### src/rtl/processor_control_unit_if.sv
// Handshake/strobe bundle between the processor wrapper/datapath and the control unit.
// Control unit takes the slave side; wrapper or bench takes the master side.
interface processor_control_unit_if #(
    parameter int DATA_W = 16,
    parameter int NREG   = 8
);
    logic [DATA_W-1:0] Din;
    logic              run;
    logic [DATA_W-1:0] ir;
    logic              IRin;
    logic [NREG-1:0]   Rin;
    logic [NREG-1:0]   Rout;
    logic              DINout;
    logic              Gout;
    logic              Ain;
    logic              Gin;
    logic [1:0]        alu_op;
    logic              busy;
    logic              done;

    modport master (
        output Din, run,
        input  ir, IRin, Rin, Rout, DINout, Gout, Ain, Gin, alu_op, busy, done
    );

    modport slave (
        input  Din, run,
        output ir, IRin, Rin, Rout, DINout, Gout, Ain, Gin, alu_op, busy, done
    );
endinterface

### src/rtl/processor_control_unit.sv
// Purpose: T0..T3 control FSM for the simple 16-bit processor; decodes IR into datapath strobes.
// Latency: run->done 2 cycles for mv/mvi/illegal, 4 cycles for add/sub/and.
// Backpressure: none; run is only sampled in T0, so a held run fetches back-to-back.
module processor_control_unit #(
    parameter int DATA_W = 16,
    parameter int NREG   = 8
) (
    input logic                    clock,
    input logic                    reset,
    processor_control_unit_if.slave cu
);
    typedef enum logic [1:0] {T0 = 2'd0, T1 = 2'd1, T2 = 2'd2, T3 = 2'd3} state_t;

    localparam logic [3:0] OP_MV  = 4'd0;
    localparam logic [3:0] OP_MVI = 4'd1;
    localparam logic [3:0] OP_ADD = 4'd2;
    localparam logic [3:0] OP_SUB = 4'd3;
    localparam logic [3:0] OP_AND = 4'd4;

    state_t            state;
    logic [DATA_W-1:0] ir_q;
    logic [3:0]        opcode;
    logic [2:0]        rx;
    logic [2:0]        ry;
    logic [NREG-1:0]   rx_hot;
    logic [NREG-1:0]   ry_hot;
    logic              is_alu;

    assign opcode = ir_q[DATA_W-1 -: 4];
    assign rx     = ir_q[DATA_W-5 -: 3];
    assign ry     = ir_q[DATA_W-8 -: 3];
    assign rx_hot = {{(NREG-1){1'b0}}, 1'b1} << rx;
    assign ry_hot = {{(NREG-1){1'b0}}, 1'b1} << ry;
    assign is_alu = (opcode == OP_ADD) || (opcode == OP_SUB) || (opcode == OP_AND);
    assign cu.ir  = ir_q;

    always_ff @(posedge clock) begin
        if (reset) begin
            state <= T0;
            ir_q  <= '0;
        end else begin
            case (state)
                T0: if (cu.run) begin
                        ir_q  <= cu.Din;
                        state <= T1;
                    end
                T1: state <= is_alu ? T2 : T0;
                T2: state <= T3;
                default: state <= T0;
            endcase
        end
    end

    // Strobes are decoded from the current step so the datapath sees them in the same cycle;
    // reset forces them all low so an abandoned instruction can never write a register.
    always_comb begin
        cu.IRin   = 1'b0;
        cu.Rin    = '0;
        cu.Rout   = '0;
        cu.DINout = 1'b0;
        cu.Gout   = 1'b0;
        cu.Ain    = 1'b0;
        cu.Gin    = 1'b0;
        cu.alu_op = 2'b00;
        cu.busy   = 1'b0;
        cu.done   = 1'b0;
        if (!reset) begin
            case (state)
                T0: cu.IRin = cu.run;
                T1: begin
                    cu.busy = 1'b1;
                    if (opcode == OP_MV) begin
                        cu.Rout = ry_hot;
                        cu.Rin  = rx_hot;
                        cu.done = 1'b1;
                    end else if (opcode == OP_MVI) begin
                        cu.DINout = 1'b1;
                        cu.Rin    = rx_hot;
                        cu.done   = 1'b1;
                    end else if (is_alu) begin
                        cu.Rout = rx_hot;
                        cu.Ain  = 1'b1;
                    end else begin
                        cu.done = 1'b1;
                    end
                end
                T2: begin
                    cu.busy = 1'b1;
                    cu.Rout = ry_hot;
                    cu.Gin  = 1'b1;
                    if (opcode == OP_SUB)
                        cu.alu_op = 2'b01;
                    else if (opcode == OP_AND)
                        cu.alu_op = 2'b10;
                end
                default: begin
                    cu.busy = 1'b1;
                    cu.Gout = 1'b1;
                    cu.Rin  = rx_hot;
                    cu.done = 1'b1;
                end
            endcase
        end
    end
endmodule

### src/flat_wrapper.sv
// flat-port wrapper written by rule: the top's interface ports become plain ports
module processor_control_unit_flat 
#(
    parameter int DATA_W = 16,
    parameter int NREG   = 8
)
  (clock, reset, cu_Din, cu_run, cu_ir, cu_IRin, cu_Rin, cu_Rout, cu_DINout, cu_Gout, cu_Ain, cu_Gin, cu_alu_op, cu_busy, cu_done);
  processor_control_unit_if #(.DATA_W(DATA_W), .NREG(NREG)) cu_i ();
  input logic clock;
  input logic reset;
  input wire logic [$bits(cu_i.Din)-1:0] cu_Din;
  input wire logic [$bits(cu_i.run)-1:0] cu_run;
  output wire logic [$bits(cu_i.ir)-1:0] cu_ir;
  output wire logic [$bits(cu_i.IRin)-1:0] cu_IRin;
  output wire logic [$bits(cu_i.Rin)-1:0] cu_Rin;
  output wire logic [$bits(cu_i.Rout)-1:0] cu_Rout;
  output wire logic [$bits(cu_i.DINout)-1:0] cu_DINout;
  output wire logic [$bits(cu_i.Gout)-1:0] cu_Gout;
  output wire logic [$bits(cu_i.Ain)-1:0] cu_Ain;
  output wire logic [$bits(cu_i.Gin)-1:0] cu_Gin;
  output wire logic [$bits(cu_i.alu_op)-1:0] cu_alu_op;
  output wire logic [$bits(cu_i.busy)-1:0] cu_busy;
  output wire logic [$bits(cu_i.done)-1:0] cu_done;
  assign cu_i.Din = cu_Din;
  assign cu_i.run = cu_run;
  assign cu_ir = cu_i.ir;
  assign cu_IRin = cu_i.IRin;
  assign cu_Rin = cu_i.Rin;
  assign cu_Rout = cu_i.Rout;
  assign cu_DINout = cu_i.DINout;
  assign cu_Gout = cu_i.Gout;
  assign cu_Ain = cu_i.Ain;
  assign cu_Gin = cu_i.Gin;
  assign cu_alu_op = cu_i.alu_op;
  assign cu_busy = cu_i.busy;
  assign cu_done = cu_i.done;
  processor_control_unit #(.DATA_W(DATA_W), .NREG(NREG)) u_core (.clock(clock), .reset(reset), .cu(cu_i));
endmodule
### config.mk
export PLATFORM = sky130hd
export DESIGN_NAME = processor_control_unit_flat
export DESIGN_NICKNAME = d
export VERILOG_FILES = /design/src/rtl/processor_control_unit_if.sv /design/src/rtl/processor_control_unit.sv /design/src/flat_wrapper.sv
export SDC_FILE = /design/constraint.sdc
export NUM_CORES = 1
export LEC_CHECK = 0
export ABC_AREA = 1
export BUFFER_PORTS_ARGS = -buffer_cell sky130_fd_sc_hd__buf_4
export CAP_MARGIN = 20
export CORE_MARGIN = 2
export CORE_UTILIZATION = 31
export DETAILED_ROUTE_END_ITERATION = 7
export GPL_TIMING_DRIVEN = 0
export PLACE_DENSITY = 0.68
export SLEW_MARGIN = 0
export SYNTH_ARGS = -nofsm -noshare
export SYNTH_HDL_FRONTEND = slang
export SYNTH_SLANG_ARGS = --single-unit
### constraint.sdc
create_clock -name clock -period 1.4 [get_ports clock]
set_input_delay 0.28 -clock clock [delete_from_list [all_inputs] [get_ports clock]]
set_output_delay 0.28 -clock clock [all_outputs]
set_load 0.005 [all_outputs]
==> run metrics <==
Placer Congestion 0.857; Post-Synth XOR/XNOR Area 0%; Slew Limit Fails 0; ant diodes 0; CP dominant cell by count nand3_2; Slew @ Worst Pin approximately 0.27 ns; Hold Fails Final Rpt 0; largest family of logic cells by synthesized area simple AND/OR/NAND/NOR gates; Fmax between 500 and 600 MHz; Leak approximately 0.85 nW; min-delay worst type in -> reg; CTS sink cnt 18; Startpoint Class flip-flop; Max clock buf depth 2; total CTS buffers 3; combinational share of power roughly 40%; sequential area share after synthesis 31.1%; compound-cell area share of the yosys netlist between 15 and 20%; post-synth cell types 21; vias per std cell 4.68; Clk pwr share 24.0%; vias in the first global route roughly 1300; PD cells roughly 900 nW/um^2; count leader, synth nor2_1; Yosys top cell area share 31.1%; slowest cell on the critical path dfxtp_4; CP Data Required Time between 1 and 1.5 ns; GRT Overall Usage approximately 17%; type of the worst setup path reg -> out; Post-DRT Antenna Nets 0; CP Cell Sequence inv_4, ha_4, inv_2, nor2_4, nand3_2, nand2_4, nand3_2, a21oi_2, buf_4; die area between 4000 and 5000 sq um; GRT overflow 0; slowest stage delay, CP ~0.36 ns; DR vias ~1400; NumNets Final ~270; clk_lat worst skew between 0.2 and 0.3 ns; post-synthesis mux area share 0%; Simple-Gate Fraction of Synth Area 36.0%; worst-path fanout max 8; Main synth FF type dfxtp_1; asr flop ratio synth 0%; Crit. End Element output port; MaxCap Viol Count 0; max_slew headroom 81.7%; total wire length roughly 3600 um; CTS Root Cell clkbuf_8; CTS tree done; Seq cells post-synth 18; top cells by area, synth dfxtp_1 (31%), nor2_1 (9.1%), a21oi_1 (8.6%); Internal around 1.2 mW; first-pass GRT wire length between 5000 and 6000 um; Synth Warn # 0; largest net degree at the start of global routing 11; R2R setup slack -0.05 ns; Area Growth Syn to Fin 73.7%; Tot Pwr around 1.8 mW; RSZ-0062 raised after global routing true; status finished, violations left; switch share 35.8%; initial core utilization 31.9%; final worst setup slack -0.454 ns; Post-synth EDFFs 0; initial antenna violation count 0; Starting DRT DRC Count 27; Die Y approximately 65 um; setup TNS -8.43 ns; Post-Synth Adder-Cell Area roughly 5.4%; Chip Width ~65 um; Post-Syn Area 1160 sq um; Port Buf Inserts 59; final hold slack approximately 0.26 ns; DP HPWL ~2600 um; share of layout cells above drive strength 1 58.3%; synthesized area per cell approximately 6.6 sq um; area leader, netlist dfxtp_1; first-pass iteration count of the detailed router 4; cell count after synthesis 175; # IOs 60; clock slew at reported path FFs 0.07 ns; Psw between 0.6 and 0.7 mW; Reg power frac 36.4%; standard-cell rows 22; maximum level of the CTS H-tree 1; Tcrit/Tclk final 132%; CP arrival ~1.6 ns; Worst Clk Skew around 0.0014 ns; final setup vio count 33; DR WL/cell 12.1 um; failing checks negative setup slack; Post-synth top cells nor2_1 (28), a21oi_1 (20), inv_1 (19); worst-case vdd ir drop 521 uV; drt drc 0; clock period minus worst slack roughly 1.9 ns; Syn Nets between 150 and 200; Core Area around 3600 sq um
==> through the flow <==
stage,setup WS (ns),cells,cell area (sq um),util [%]
final,-0.454,295,2010,55.3
after global routing,-0.509,295,2010,55.3
after CTS,-0.411,293,1920,52.9
after detailed placement,-0.227,282,1680,46.1
after global placement,-0.219,282,1680,46.1
after floorplan,-0.00891,175,1170,-
==> per-layer routing <==
layer | global-route usage, % | wire [um] | vias to the layer above | part of all wire [%]
met5 | 0 | 0 | - | 0
met4 | 5.21 | 30 | 0 | 0.84
met3 | 3.77 | 200 | 4 | 5.6
met2 | 29.8 | 1780 | 39 | 50
met1 | 21.2 | 1570 | 618 | 44
li1 | - | - | 719 | -
==> power by group through the flow <==
| stage | Combinational [mW] | Sequential, mW | Clock [mW] |
|---|---|---|---|
| 2_1_floorplan | 0.312 | 0.657 | 0 |
| 3_3_place_gp | 0.528 | 0.660 | 0 |
| 3_5_place_dp | 0.534 | 0.663 | 0 |
| 4_1_cts | 0.644 | 0.656 | 0.436 |
| 5_1_grt | 0.786 | 0.669 | 0.465 |
| 6_report | 0.716 | 0.659 | 0.433 |
==> cells in the final DEF, fill, tap and decap left out, types with 2 or more instances in the layout <==
| cell | instances |
|---|---|
| nor2_2 | 11 |
| nor2_4 | 5 |
| buf_6 | 3 |
| buf_2 | 3 |
| o21ai_1 | 9 |
| nor2_1 | 22 |
| dfxtp_2 | 4 |
| nand2_4 | 2 |
| inv_2 | 4 |
| a21oi_1 | 12 |
| ha_4 | 2 |
| buf_4 | 67 |
| o21ai_0 | 8 |
| nand2_1 | 3 |
| nand2_2 | 10 |
| nor3_1 | 8 |
| a21oi_2 | 8 |
| dfxtp_1 | 11 |
| nand3_2 | 4 |
| inv_1 | 16 |
| nand3_1 | 11 |
| clkbuf_8 | 5 |
| nor3_2 | 6 |
| ha_1 | 2 |
| dfxtp_4 | 3 |
==> final cells by class <==
class	count	area (sq um)
flip-flops and latches	18	377
plain buffers	7	66.3
clock buffers	4	55.1
fillers	375	1620
repair buffers	68	514
well taps	48	60.1
multi-input cells	127	841
inverters	23	97.6
==> sequential cells by signal, summed over array words and instances (netlist names) <==
signal and count:
u_core.state 2, u_core.cu.ir 16
==> critical path, delay by kind of cell, from the launching register on <==
kind,cells,cell delay [ns]
buffers and inverters,3,0.23
AO/OA/AOI/OAI,1,0.17
adder cells (fa/ha/maj),1,0.13
flip-flops,1,0.36
AND/OR/NAND/NOR,4,0.43
==> path summary, 6_finish.rpt <==
check	from	endpoint	depth (start not counted)
max	u_core.state[1]$_SDFFE_PP0P_	cu_Rout[2]	9
min	cu_Din[4]	u_core.cu.ir[4]$_SDFFE_PP0P_	3
max reg2reg	u_core.state[0]$_SDFFE_PP0P_	u_core.cu.ir[13]$_SDFFE_PP0P_	7
min reg2reg	u_core.cu.ir[5]$_SDFFE_PP0P_	u_core.cu.ir[5]$_SDFFE_PP0P_	2
==> kinds of logic after synthesis <==
logic type / after synthesis
and+or+nand+nor: 84
DFF: 18
buffers and inverters: 30
adders and majority gates: 5
AOI/OAI and AO/OA: 38
==> timing repair <==
action,4_1_cts,5_1_grt
gates cloned,0,0
buffers inserted,7,2
hold buffers,0,0
pin swaps,14,5
setup endpoints to repair,34,40
gates resized for setup,43,23
Note: power is estimated with default switching activity, not from simulation.
